**config.mk**
```make
export PLATFORM = sky130hd
export DESIGN_NAME = hazard_detection_unit
export DESIGN_NICKNAME = d
export VERILOG_FILES = /design/src/rtl/hazard_detection_unit_pkg.sv /design/src/rtl/hazard_detection_unit_sat_counter.sv /design/src/rtl/hazard_detection_unit.sv
export SDC_FILE = /design/constraint.sdc
export NUM_CORES = 1
export LEC_CHECK = 0
export BUFFER_PORTS_ARGS = -buffer_cell sky130_fd_sc_hd__buf_2
export CORE_ASPECT_RATIO = 0.9
export CORE_UTILIZATION = 40
export CTS_BUF_LIST = sky130_fd_sc_hd__clkbuf_4 sky130_fd_sc_hd__clkbuf_8 sky130_fd_sc_hd__clkbuf_16
export DETAILED_ROUTE_END_ITERATION = 8
export PLACE_DENSITY_LB_ADDON = 0.15
export SYNTH_ARGS = -nofsm -noshare
export SYNTH_HDL_FRONTEND = slang
export SYNTH_HIERARCHICAL = 1
export SYNTH_SLANG_ARGS = --single-unit
export TNS_END_PERCENT = 20
```
**constraint.sdc**
```tcl
create_clock -name i_clk -period 2.6 [get_ports i_clk]
set_clock_uncertainty 0.2 [all_clocks]
set_input_delay 0 -clock i_clk [delete_from_list [all_inputs] [get_ports i_clk]]
set_output_delay 0 -clock i_clk [all_outputs]
set_load 0.1 [all_outputs]
```
**src/rtl/hazard_detection_unit_pkg.sv**
```systemverilog
// Shared pipeline definitions for the ID-stage hazard controller.
package hazard_detection_unit_pkg;

    // Default register identifier width; the top module exposes it as a parameter.
    localparam int NB_REG_DFLT = 5;

    // $zero never carries a real dependency.
    localparam logic [NB_REG_DFLT-1:0] REG_ZERO = '0;

    typedef enum logic [1:0] {
        ST_RUN    = 2'd0,
        ST_DRAIN  = 2'd1,
        ST_HALTED = 2'd2
    } hdu_state_t;

endpackage

```
**src/rtl/hazard_detection_unit_sat_counter.sv**
```systemverilog
// Saturating up-counter with synchronous clear and asynchronous active-low reset.
module sat_counter #(
    parameter int WIDTH = 16
) (
    input  logic             clk,
    input  logic             rst_n,
    input  logic             inc,
    input  logic             clear,
    output logic [WIDTH-1:0] cnt
);

    logic [WIDTH-1:0] cnt_q;

    // Clear wins over increment; the count sticks at all-ones.
    always_ff @(posedge clk or negedge rst_n) begin
        if (!rst_n) begin
            cnt_q <= '0;
        end else if (clear) begin
            cnt_q <= '0;
        end else if (inc && (cnt_q != {WIDTH{1'b1}})) begin
            cnt_q <= cnt_q + 1'b1;
        end
    end

    assign cnt = cnt_q;

endmodule

```
**src/rtl/hazard_detection_unit.sv**
```systemverilog
// ID-stage hazard controller: bubbles for hazards forwarding cannot cover,
// IF/ID squash on taken control flow, debug halt/drain sequencing and
// stall/flush statistics.
//
//  state     | meaning
//  ----------+-------------------------------------------------------------
//  ST_RUN    | normal issue; hazard stalls and branch squashes active
//  ST_DRAIN  | front end frozen, bubbles pushed until EX/M/WB are empty
//  ST_HALTED | pipeline drained and frozen; o_halted asserted
module hazard_detection_unit
    import hazard_detection_unit_pkg::*;
#(
    parameter int NB_REG       = NB_REG_DFLT,
    parameter int NB_CNT       = 16,
    parameter int DRAIN_CYCLES = 3
) (
    input  logic              i_clk,
    input  logic              i_rst_n,
    input  logic [NB_REG-1:0] i_rs_from_ID,
    input  logic [NB_REG-1:0] i_rt_from_ID,
    input  logic              i_uses_rs,
    input  logic              i_uses_rt,
    input  logic              i_branch_in_ID,
    input  logic              i_jump_taken,
    input  logic [NB_REG-1:0] i_write_reg_from_EX,
    input  logic              i_RegWrite_from_EX,
    input  logic              i_MemRead_from_EX,
    input  logic [NB_REG-1:0] i_write_reg_from_M,
    input  logic              i_MemRead_from_M,
    input  logic              i_halt,
    input  logic              i_cnt_clear,
    output logic              o_pc_write,
    output logic              o_IF_ID_write,
    output logic              o_IF_ID_flush,
    output logic              o_ID_EX_flush,
    output logic              o_halted,
    output logic [NB_CNT-1:0] o_stall_cnt,
    output logic [NB_CNT-1:0] o_flush_cnt
);

    localparam int NB_DRAIN = (DRAIN_CYCLES > 1) ? $clog2(DRAIN_CYCLES) : 1;
    localparam logic [NB_DRAIN-1:0] DRAIN_LOAD = NB_DRAIN'(DRAIN_CYCLES - 1);
    localparam logic [NB_REG-1:0] ZERO_REG = NB_REG'(REG_ZERO);

    hdu_state_t state, state_next;
    logic [NB_DRAIN-1:0] drain_cnt, drain_cnt_next;
    logic halted_q;

    logic rs_live, rt_live;
    logic rs_hit_ex, rt_hit_ex, rs_hit_m, rt_hit_m;
    logic load_use, br_ex, br_ld_m, stall;
    logic pc_write, if_id_write, if_id_flush, id_ex_flush;
    logic stall_inc;

    // Source operands that actually carry a dependency (never $zero).
    always_comb begin
        rs_live   = i_uses_rs && (i_rs_from_ID != ZERO_REG);
        rt_live   = i_uses_rt && (i_rt_from_ID != ZERO_REG);
        rs_hit_ex = rs_live && (i_rs_from_ID == i_write_reg_from_EX);
        rt_hit_ex = rt_live && (i_rt_from_ID == i_write_reg_from_EX);
        rs_hit_m  = rs_live && (i_rs_from_ID == i_write_reg_from_M);
        rt_hit_m  = rt_live && (i_rt_from_ID == i_write_reg_from_M);
    end

    // Hazards that forwarding into EX cannot resolve. Branches compare in ID,
    // so an ALU result still in EX or a load result still in M is too late.
    always_comb begin
        load_use = i_MemRead_from_EX && (rs_hit_ex || rt_hit_ex);
        br_ex    = i_branch_in_ID && i_RegWrite_from_EX && (rs_hit_ex || rt_hit_ex);
        br_ld_m  = i_branch_in_ID && i_MemRead_from_M && (rs_hit_m || rt_hit_m);
        stall    = load_use || br_ex || br_ld_m;
    end

    // Next-state, drain timer and pipeline controls.
    always_comb begin
        state_next     = state;
        drain_cnt_next = drain_cnt;
        pc_write       = 1'b1;
        if_id_write    = 1'b1;
        if_id_flush    = 1'b0;
        id_ex_flush    = 1'b0;

        case (state)
            ST_RUN: begin
                if (stall) begin
                    // Operands are not valid yet, so a jump decision this cycle is ignored.
                    pc_write    = 1'b0;
                    if_id_write = 1'b0;
                    id_ex_flush = 1'b1;
                end else if (i_jump_taken) begin
                    if_id_flush = 1'b1;
                end
                if (i_halt) begin
                    state_next     = ST_DRAIN;
                    drain_cnt_next = DRAIN_LOAD;
                end
            end
            ST_DRAIN: begin
                pc_write    = 1'b0;
                if_id_write = 1'b0;
                id_ex_flush = 1'b1;
                if (drain_cnt == '0) begin
                    state_next = ST_HALTED;
                end else begin
                    drain_cnt_next = drain_cnt - 1'b1;
                end
            end
            ST_HALTED: begin
                pc_write    = 1'b0;
                if_id_write = 1'b0;
                id_ex_flush = 1'b1;
                if (!i_halt) begin
                    state_next = ST_RUN;
                end
            end
            default: begin
                state_next = ST_RUN;
            end
        endcase
    end

    // State register, drain down-counter and registered halted flag.
    always_ff @(posedge i_clk or negedge i_rst_n) begin
        if (!i_rst_n) begin
            state     <= ST_RUN;
            drain_cnt <= '0;
            halted_q  <= 1'b0;
        end else begin
            state     <= state_next;
            drain_cnt <= drain_cnt_next;
            halted_q  <= (state_next == ST_HALTED);
        end
    end

    assign stall_inc = (state == ST_RUN) && stall;

    sat_counter #(.WIDTH(NB_CNT)) u_stall_cnt (
        .clk   (i_clk),
        .rst_n (i_rst_n),
        .inc   (stall_inc),
        .clear (i_cnt_clear),
        .cnt   (o_stall_cnt)
    );

    sat_counter #(.WIDTH(NB_CNT)) u_flush_cnt (
        .clk   (i_clk),
        .rst_n (i_rst_n),
        .inc   (if_id_flush),
        .clear (i_cnt_clear),
        .cnt   (o_flush_cnt)
    );

    assign o_pc_write    = pc_write;
    assign o_IF_ID_write = if_id_write;
    assign o_IF_ID_flush = if_id_flush;
    assign o_ID_EX_flush = id_ex_flush;
    assign o_halted      = halted_q;

endmodule

```
==> flow_summary_export.csv <==
group,metric,value,unit
status,outcome,"finished clean",
global_route,grt_pass1_vias,2186,
run,cap_violations,0,
drt,routedWlPerCell,13.5,µm
logic_synthesis,synth-edff-count,0,
timing,setup_tns,0,ps
finish,diodes,0,
logic_synthesis,syn_nets,314,
logic_synthesis,synth_common_cells,"dfrtp_1, a21oi_1, nand2_1, o31ai_1",
finish,finish.net_count,400,
logic_synthesis,yosysUniqueCellTypes,45,
die,boundaryPins,68,
timing,slew_headroom,0.450,
drt,firstDrtPassIters,4,
clock_network,clkLatencyLatePin,300,ps
logic_synthesis,postSynthCellCount,276,
drt,drt_iter0_drc,90,
drt,vias,2445,
logic_synthesis,yosysMostFrequentCell,"dfrtp_1",
timing,fmax,0.416,GHz
die,die_width,86.3,µm
clock_network,clkTransAtPathRegs,80,ps
pwr,ir_worst_vdd,0.00116,V
timing,rsz0062_at_grt,"no",
timing,final_hold_viol_count,0,
timing,min_period,2400,ps
global_route,antenna_found_initial,0,
clock_network,cts_sinks,37,
critical_path,path_class,"input pin to flop",
logic_synthesis,yosysTopAreaCellShare,0.362,
die,die_area,6720,µm²
global_route,grt_max_degree,41,
critical_path,r2r_slack,330,ps
critical_path,critPathCaptureType,"flop",
logic_synthesis,netlist_top_cells_area,"dfrtp_1, a21oi_1, xnor2_1, o31ai_1, or4_1",
pwr,p_per_area,666,nW/µm²
drt,wl_met2,2.81,mm
drt,ant_nets,0,
clock_network,htreeDepth,2,
drt,finalWirelength,6.07,mm
die,die_height,77.9,µm
die,core,6150,µm²
die,initial_core_util,0.416,
worst_hold_path,min-delay-path-class,"input pin to flop",
logic_synthesis,synth-async-reset-ratio,1.00,
pwr,p_leak,1.46,nW
clock_network,clk_path_buf_depth,2,
global_route,grt.total_usage,0.190,
global_route,grt_pass1_wl,10.3,mm
critical_path,arrival,2380,ps
clock_network,cts_tree,"done",
drt,vias_per_cell,5.43,
logic_synthesis,yosysSeqAreaShare,0.362,
critical_path,cp-start-kind,"input pin",
logic_synthesis,syn_area_per_cell,9.27,µm²
timing,fin_crit_sh,0.924,
logic_synthesis,ys.flop_type,"dfrtp_1",
logic_synthesis,synthAdderAreaFrac,0.0342,
drt,wl_met3,244,µm
global_route,overflow,0,
critical_path,critical_path_peak_fanout,18,
placed_design,numPortBuffers,67,
logic_synthesis,synth_mux_area_frac,0.0352,
logic_synthesis,synthSimpleGateAreaFrac,0.286,
drt,drc_errors,0,
timing,slew_viol_final,0,
clock_network,postCtsSetupBuffers,0,
logic_synthesis,ys_warn_count,6,
logic_synthesis,synth_compound_area_frac,0.175,
logic_synthesis,ys_seq_elements,37,
logic_synthesis,syn-cell-area,2560,µm²
timing,finalSetupViolCount,0,
timing,setup_ws,197,ps
clock_network,cts_root_buffer,"clkbuf_8",
finish,drive_above_1_share,0.344,
timing,worstMarginPinSlew,826,ps
logic_synthesis,synth_top_family_by_area,"simple AND/OR/NAND/NOR gates",
finish,area.growth.synth_to_final,26.4,%
logic_synthesis,synth_xor_area_frac,0.0685,
die,std_cell_rows,27,
drt,routed.top_layer,"met4",
critical_path,crit_required,2580,ps
logic_synthesis,synth_top_cell_by_area,"dfrtp_1",
clock_network,cts_buffers,5,
placed_design,gp_congestion,0.795,
placed_design,place_hpwl,4.48,mm
placed_design,pre_cts_ws,-87.5,ps
drt,wl_met1,2.94,mm
pwr,total_power,2.15,mW
==> placed cells by master (no fill, tap or decap), drive strengths merged, types with 3 or more instances in the layout <==
master	count
a21oi	25
and3	4
and4	5
buf	88
clkbuf	5
dfrtp	37
ha	7
inv	11
mux2	8
nand2	17
nand3	9
nand4	15
nor2	13
nor2b	10
nor3	3
nor4	11
o21ai	13
o31ai	14
or3	6
or4	18
xnor2	13
xor2	7
==> worst paths after layout <==
| path | startpoint | depth (start not counted) | to |
|---|---|---|---|
| max | i_rt_from_ID[3] | 10 | u_flush_cnt/cnt[13] |
| min | i_cnt_clear | 2 | u_stall_cnt/cnt[10] |
| max reg2reg | state[1] | 7 | u_stall_cnt/cnt[12] |
| min reg2reg | drain_cnt[0] | 1 | drain_cnt[0] |
| max in group asynchronous | i_rst_n | 2 | u_flush_cnt/cnt[0] |
| min in group asynchronous | i_rst_n | 2 | u_stall_cnt/cnt[14] |
==> state kept, by name, indices dropped and copies added, names as in the netlist <==
register	cells
u_stall_cnt/cnt	16
state	2
u_flush_cnt/cnt	16
o_halted	1
drain_cnt	2
==> critical path: stages <==
cell and delay (ps):
buf_2 110, buf_4 130, or4_1 480, o21ai_1 210
or4_1 160, a21o_1 160, and4_4 260, inv_2 140
nor4_1 370, mux2_1 360
==> layer usage <==
metal  vias to the layer above  track usage
met3                         7       0.0330
met2                        58        0.310
li1                       1218            -
met4                         0       0.0550
met5                         -            0
met1                      1162        0.257
==> power breakdown <==
part           leakage (nW)  internal, mW  total [mW]  switching, mW
combinational         0.915         0.286        1.09          0.799
clock                0.0439         0.185       0.408          0.223
sequential            0.506         0.620       0.662         0.0416
total                  1.46          1.09        2.15           1.06
==> cells by family (layout without fill, tap and decap cells) <==
group	Yosys count	count (layout)
and+or+nand+nor	116	116
AOI/OAI and AO/OA	66	66
xor gates and xnor gates	20	20
DFF	37	37
buffers and inverters	22	109
adders and majority gates	7	7
muxes	8	8
==> repair_timing <==
action,in CTS,in global routing
endpoints found under the hold margin,41,0
resized for setup,0,0
hold buffers,2,0
==> area by class of cell <==
class / instances / area [µm²]
clock buffer: 5 / 68.8
clock inverter: 3 / 17.5
timing repair buffer: 90 / 513
sequential: 37 / 928
tap: 87 / 109
fill: 598 / 2910
multi-input combinational: 217 / 1560
inverter: 11 / 41.3
==> metrics by stage <==
step	std cells	hold slack (ps)	util	instance area [µm²]
2_1_floorplan	276	-496	-	2600
3_3_place_gp	440	-44.5	0.509	3130
3_5_place_dp	440	-36.4	0.509	3130
4_1_cts	450	85.3	0.526	3230
5_1_grt	450	107	0.526	3230
6_report	450	85.8	0.526	3230
(Power assumes the default switching activity.)
